$ cat config.mk
export PLATFORM = sky130hd
export DESIGN_NAME = mixcolumn_seq_ctrl
export DESIGN_NICKNAME = d
export VERILOG_FILES = /design/src/rtl/mixcolumn_seq_ctrl.sv
export SDC_FILE = /design/constraint.sdc
export NUM_CORES = 1
export LEC_CHECK = 0
export CELL_PAD_IN_SITES_DETAIL_PLACEMENT = 1
export CELL_PAD_IN_SITES_GLOBAL_PLACEMENT = 2
export CORE_MARGIN = 4
export CORE_UTILIZATION = 40
export CTS_BUF_LIST = sky130_fd_sc_hd__clkbuf_4 sky130_fd_sc_hd__clkbuf_8 sky130_fd_sc_hd__clkbuf_16
export CTS_CLUSTER_SIZE = 14
export DETAILED_ROUTE_END_ITERATION = 12
export PLACE_DENSITY = 0.94
export SYNTH_ARGS = -nofsm -noshare
export SYNTH_HDL_FRONTEND = slang
export SYNTH_SLANG_ARGS = --single-unit
$ cat constraint.sdc
create_clock -name clk -period 3.7 [get_ports clk]
set_input_delay 0.555 -clock clk [delete_from_list [all_inputs] [get_ports clk]]
set_output_delay 0.555 -clock clk [all_outputs]
set_load 0.005 [all_outputs]
$ cat src/rtl/mixcolumn_seq_ctrl.sv
// Byte-serial sequencer for the mixcolumn_8 datapath: buffers one column, bursts it
// into the datapath on four back-to-back clocks, then streams the four results out.
module mixcolumn_seq_ctrl #(
  parameter int BLK_COLS = 4
) (
  input  logic       clk,
  input  logic       rst,
  input  logic       in_valid,
  output logic       in_ready,
  input  logic [7:0] in_data,
  input  logic       cfg_bypass,
  output logic       out_valid,
  input  logic       out_ready,
  output logic [7:0] out_data,
  output logic       out_last,
  output logic [7:0] mc_din,
  output logic [7:0] mc_en,
  output logic       mc_rst,
  input  logic [7:0] mc_dout0,
  input  logic [7:0] mc_dout1,
  input  logic [7:0] mc_dout2,
  input  logic [7:0] mc_dout3,
  output logic       busy,
  output logic [1:0] dbg_state
);

  // Handshakes: a byte moves on a rising edge where valid && ready are both high;
  // valid never waits on ready, and out_valid/out_data hold steady until accepted.
  typedef enum logic [1:0] {IDLE = 2'd0, FEED = 2'd1, CAPT = 2'd2} state_t;

  localparam int CW = (BLK_COLS > 1) ? $clog2(BLK_COLS) : 1;
  localparam logic [CW-1:0] LAST_COL = CW'(BLK_COLS - 1);

  state_t          state_q, state_d;
  logic [1:0]      feed_cnt_q, feed_cnt_d;
  logic [1:0]      in_cnt_q, in_cnt_d;
  logic [1:0]      out_cnt_q, out_cnt_d;
  logic [CW-1:0]   out_col_q, out_col_d;
  logic [7:0]      ibuf_q [4];
  logic [7:0]      ibuf_d [4];
  logic [7:0]      obuf_q [4];
  logic [7:0]      obuf_d [4];
  logic            ibuf_full_q, ibuf_full_d;
  logic            obuf_full_q, obuf_full_d;
  logic            byp_q, byp_d;
  logic            in_acc, out_acc;

  always_comb begin
    state_d     = state_q;
    feed_cnt_d  = feed_cnt_q;
    in_cnt_d    = in_cnt_q;
    out_cnt_d   = out_cnt_q;
    out_col_d   = out_col_q;
    ibuf_d      = ibuf_q;
    obuf_d      = obuf_q;
    ibuf_full_d = ibuf_full_q;
    obuf_full_d = obuf_full_q;
    byp_d       = byp_q;
    mc_din      = 8'h00;
    mc_en       = 8'h00;
    in_acc      = in_valid && !ibuf_full_q;
    out_acc     = obuf_full_q && out_ready;

    if (in_acc) begin
      ibuf_d[in_cnt_q] = in_data;
      in_cnt_d         = in_cnt_q + 2'd1;
      if (in_cnt_q == 2'd3) begin
        ibuf_full_d = 1'b1;
        byp_d       = cfg_bypass;
      end
    end

    if (out_acc) begin
      out_cnt_d = out_cnt_q + 2'd1;
      if (out_cnt_q == 2'd3) begin
        obuf_full_d = 1'b0;
        out_col_d   = (out_col_q == LAST_COL) ? '0 : out_col_q + 1'b1;
      end
    end

    // obuf loads below only ever happen with obuf empty, so they never race the drain above.
    case (state_q)
      IDLE: begin
        if (ibuf_full_q && !obuf_full_q) begin
          if (byp_q) begin
            obuf_d      = ibuf_q;
            obuf_full_d = 1'b1;
            ibuf_full_d = 1'b0;
          end else begin
            state_d    = FEED;
            feed_cnt_d = 2'd0;
          end
        end
      end
      FEED: begin
        mc_din     = ibuf_q[feed_cnt_q];
        mc_en      = (feed_cnt_q == 2'd0) ? 8'h00 : 8'hFF;
        feed_cnt_d = feed_cnt_q + 2'd1;
        if (feed_cnt_q == 2'd3) begin
          ibuf_full_d = 1'b0;
          state_d     = CAPT;
        end
      end
      CAPT: begin
        obuf_d[0]   = mc_dout0;
        obuf_d[1]   = mc_dout1;
        obuf_d[2]   = mc_dout2;
        obuf_d[3]   = mc_dout3;
        obuf_full_d = 1'b1;
        state_d     = IDLE;
      end
      default: state_d = IDLE;
    endcase
  end

  always_ff @(posedge clk or negedge rst) begin
    if (!rst) begin
      state_q     <= IDLE;
      feed_cnt_q  <= '0;
      in_cnt_q    <= '0;
      out_cnt_q   <= '0;
      out_col_q   <= '0;
      ibuf_full_q <= 1'b0;
      obuf_full_q <= 1'b0;
      byp_q       <= 1'b0;
      for (int i = 0; i < 4; i++) begin
        ibuf_q[i] <= '0;
        obuf_q[i] <= '0;
      end
    end else begin
      state_q     <= state_d;
      feed_cnt_q  <= feed_cnt_d;
      in_cnt_q    <= in_cnt_d;
      out_cnt_q   <= out_cnt_d;
      out_col_q   <= out_col_d;
      ibuf_full_q <= ibuf_full_d;
      obuf_full_q <= obuf_full_d;
      byp_q       <= byp_d;
      ibuf_q      <= ibuf_d;
      obuf_q      <= obuf_d;
    end
  end

  assign in_ready  = !ibuf_full_q;
  assign out_valid = obuf_full_q;
  assign out_data  = obuf_q[out_cnt_q];
  assign out_last  = obuf_full_q && (out_cnt_q == 2'd3) && (out_col_q == LAST_COL);
  // Datapath is held in reset whenever the sequencer is idle.
  assign mc_rst    = (state_q == IDLE);
  assign busy      = ibuf_full_q || (in_cnt_q != 2'd0) || (state_q != IDLE) || obuf_full_q;
  assign dbg_state = state_q;

endmodule

==> flow_summary.ini <==
[timing]
slew_violations = 0
max_freq_mhz = 340.1
worst_clock_skew_ns = 0.01211
worst_pin_slew_ns = 0.9769
rsz_0062_raised_after_global_routing = false
totalNegativeSetupSlack_ns = 0
period_share = 0.7947
max-slew-margin-rel = 0.3487
min_period_ns = 2.940
hold_violations = 0
setup_viol_count_final = 0

[drt]
wl_per_cell_um = 20.46
drt-pass1-iter-count = 4
detail_route.drc_violations = 0
wl_met2_um = 4864
overall_routed_net_length_um = 9700
num_vias = 2421
drt-vias-per-instance = 5.108
postRouteAntennaNets = 0
dr.max_layer_used = met4
drt_iter0_drc = 66
wire_length_on_met1_um = 4420
route.met3.wl_um = 299

[clock_tree]
cts-htree-levels = 3
ctsRootBufferMaster = sky130_fd_sc_hd__clkbuf_8
clock_insertion_delay_worst_skew_ns = 0.36
numCtsBuffers = 9
cts_resized = 0
postCtsSetupBuffers = 0
cts_tree = built
clock_sinks = 77
clock_transition_at_the_registers_of_the_reported_paths_ns = 0.08
cts_hold_buffers = 0
maximum_buffer_depth_of_the_clock_tree = 2

[critical_path]
r2r_slack_ns = 1.38
crit_path_end_kind = primary output
crit_fanout = 11
reg2reg_depth = 4
critical_path.reg2reg.endpoint = obuf_q[14]$_DFFE_PN0P_
rr_startpoint = out_valid$_DFF_PN0_
setup.worst_path.start_class = flop
worst-setup-path-type = reg2out
worst-endpoint-required_ns = 3.14
critPathArrivalTime_ns = 2.39

[global_routing]
grt_overflow_total = 0
groute.usage.overall = 0.1735
grt_max_degree = 78
antenna_found_initial = 0
grt_pass1_vias = 2700
first_pass_grt_wire_length_um = 15320

[floorplanning]
die_area_um2 = 11880
row_cnt = 36
die_y_um = 109.0
starting_density_of_the_core = 0.4137
design.core.area_um2 = 9864
floorplan_die_width_um = 109.0
floorplan.io_pins = 76

[pwr]
leakage_uw = 0.002132
power_per_cell_area_nw_per_um2 = 905.3
design_power_total_uw = 4571
max-vdd-ir-drop_uv = 317.4

[synthesis]
netlist_area_um2 = 4081
synth_seq_area_share = 0.4721
synthCells = 268
synthesis.yosys.warnings = 0
synth_top_cell_area_share = 0.4721
synth-seq-cells = 77
ys_top_cells_by_area = sky130_fd_sc_hd__dfrtp_1, sky130_fd_sc_hd__mux2_2, sky130_fd_sc_hd__mux2_4, sky130_fd_sc_hd__mux4_2, sky130_fd_sc_hd__ha_1
synthesis.nets = 321
number_of_library_cell_types_mapped_by_synthesis = 31
synth.largest_area_cell = sky130_fd_sc_hd__dfrtp_1
synthesis.area_per_instance_um2 = 15.23

[placement]
gp_routability_congestion = 0.7748
io_buffer_count = 75
post-dp-hpwl_um = 6618

[layout]
design.final.nets = 389
final_util = 0.5119
relative_area_change_from_synthesis_to_final_layout_pct = 23.73
drive_gt1_frac = 0.3871
antenna_cells_inserted = 0

[flow_run]
timing.max_cap.violations = 0

[status]
run_status = completed

[min_path]
holdCritPathClass = in2async
[flip-flops by register name, indices dropped and copies added, names as in the netlist]
name / cells
ibuf_q: 32
out_cnt_q: 2
byp_q: 1
ibuf_full_q: 1
feed_cnt_q: 2
out_col_q: 2
dbg_state: 2
in_cnt_q: 2
out_valid: 1
obuf_q: 32
[layout make-up]
class	instances	area, µm²
tap	133	166.4
timing repair buffer	77	763.2
sequential	77	1927
clock inverter	5	83.83
multi-input combinational	165	1942
fill	975	4815
inverter	6	22.52
clock buffer	11	145.1
[worst max-delay path by stage]
stage / depth (start not counted) / to / from / slack, ns
global placement: 4 / mc_en[0] / feed_cnt_q[0]$_DFFE_PN0P_ / 1.13
CTS: 4 / mc_en[2] / feed_cnt_q[0]$_DFFE_PN0P_ / 0.65
finish: 4 / mc_en[2] / feed_cnt_q[0]$_DFFE_PN0P_ / 0.76
floorplan: 5 / mc_en[1] / feed_cnt_q[0]$_DFFE_PN0P_ / 1.79
global route: 4 / mc_en[2] / feed_cnt_q[0]$_DFFE_PN0P_ / 0.44
detailed placement: 4 / mc_en[2] / feed_cnt_q[0]$_DFFE_PN0P_ / 1.05
[stage by stage]
stage                     cell area (µm²)  hold WS [ns]  cells  worst slack [ns]
after floorplan                      4081        0.2594    268             1.794
after CTS                            5050        0.3835    474            0.6506
after global routing                 5050        0.4150    474            0.4432
after global placement               4821        0.4887    458             1.127
after detailed placement             4821        0.4917    458             1.046
final                                5050        0.3550    474            0.7595
[cell usage after synthesis]
master / number
sky130_fd_sc_hd__o21bai_1: 1
sky130_fd_sc_hd__buf_4: 7
sky130_fd_sc_hd__mux2i_1: 1
sky130_fd_sc_hd__a21o_1: 2
sky130_fd_sc_hd__o21ai_0: 1
sky130_fd_sc_hd__buf_2: 4
sky130_fd_sc_hd__ha_1: 8
sky130_fd_sc_hd__inv_1: 6
sky130_fd_sc_hd__dfrtp_1: 77
sky130_fd_sc_hd__buf_12: 3
sky130_fd_sc_hd__and3b_1: 1
sky130_fd_sc_hd__buf_6: 5
sky130_fd_sc_hd__and3_1: 1
sky130_fd_sc_hd__a22o_1: 1
sky130_fd_sc_hd__mux2_1: 5
sky130_fd_sc_hd__a211oi_1: 1
sky130_fd_sc_hd__nand2b_1: 1
sky130_fd_sc_hd__nor2_1: 5
sky130_fd_sc_hd__a21oi_1: 1
sky130_fd_sc_hd__mux2_4: 29
sky130_fd_sc_hd__nand3_1: 2
sky130_fd_sc_hd__mux2_2: 66
sky130_fd_sc_hd__nor2b_1: 3
sky130_fd_sc_hd__nor3b_1: 1
sky130_fd_sc_hd__mux4_2: 16
sky130_fd_sc_hd__o21ba_1: 1
sky130_fd_sc_hd__clkbuf_1: 1
sky130_fd_sc_hd__nor3_1: 1
sky130_fd_sc_hd__xnor2_1: 2
sky130_fd_sc_hd__and2_1: 8
sky130_fd_sc_hd__nand2_1: 7
[where the power goes]
part	total, µW	internal, µW	switching (µW)
clock	727	407	320
combinational	2130	1470	669
sequential	1710	1270	442
total	4570	3140	1430
[critical path, cell delays in order (launching register included)]
cell and delay (ns):
sky130_fd_sc_hd__dfrtp_1 0.76, sky130_fd_sc_hd__inv_1 0.11, sky130_fd_sc_hd__ha_1 0.22, sky130_fd_sc_hd__nor2_1 0.34, sky130_fd_sc_hd__clkdlybuf4s50_1 0.60
[per-layer routing]
metal / up-vias / global-route usage
met5: - / 0
li1: 1099 / -
met4: 0 / 0.04959
met2: 47 / 0.2851
met1: 1262 / 0.2326
met3: 13 / 0.03612
[cells in the final DEF (no fill, tap or decap)]
cell type                         Yosys  final
sky130_fd_sc_hd__dfrtp_1             77     77
sky130_fd_sc_hd__clkdlybuf4s50_1      0     74
sky130_fd_sc_hd__mux2_2              66     66
sky130_fd_sc_hd__mux2_4              29     29
sky130_fd_sc_hd__mux4_2              16     16
sky130_fd_sc_hd__clkbuf_8             0     10
sky130_fd_sc_hd__and2_1               8      8
sky130_fd_sc_hd__ha_1                 8      8
sky130_fd_sc_hd__nand2_1              7      7
sky130_fd_sc_hd__inv_1                6      6
sky130_fd_sc_hd__nor2_1               5      5
sky130_fd_sc_hd__mux2_1               5      5
sky130_fd_sc_hd__buf_4                7      3
sky130_fd_sc_hd__nor2b_1              3      2
sky130_fd_sc_hd__nand3_1              2      2
sky130_fd_sc_hd__a21o_1               2      2
sky130_fd_sc_hd__xnor2_1              2      2
sky130_fd_sc_hd__bufinv_16            0      2
sky130_fd_sc_hd__clkinvlp_4           0      2
sky130_fd_sc_hd__and3b_1              1      1
sky130_fd_sc_hd__nand2b_1             1      1
sky130_fd_sc_hd__a21oi_1              1      1
sky130_fd_sc_hd__a211oi_1             1      1
sky130_fd_sc_hd__and3_1               1      1
sky130_fd_sc_hd__o21ba_2              0      1
sky130_fd_sc_hd__nor2b_2              0      1
sky130_fd_sc_hd__nor3b_1              1      1
sky130_fd_sc_hd__o21bai_1             1      1
sky130_fd_sc_hd__mux2i_1              1      1
sky130_fd_sc_hd__a22o_1               1      1
sky130_fd_sc_hd__o21ai_0              1      1
sky130_fd_sc_hd__nor3_1               1      1
sky130_fd_sc_hd__clkinv_4             0      1
sky130_fd_sc_hd__clkbuf_4             0      1
[kinds of logic after synthesis]
logic type | share of synthesized area
buffers and inverters | 0.05273
AOI/OAI and AO/OA | 0.01441
DFF | 0.4721
adders and majority gates | 0.02453
xor gates and xnor gates | 0.004293
muxes | 0.3933
and+or+nand+nor | 0.03863
No activity file was read; power rests on OpenSTA's default activity.
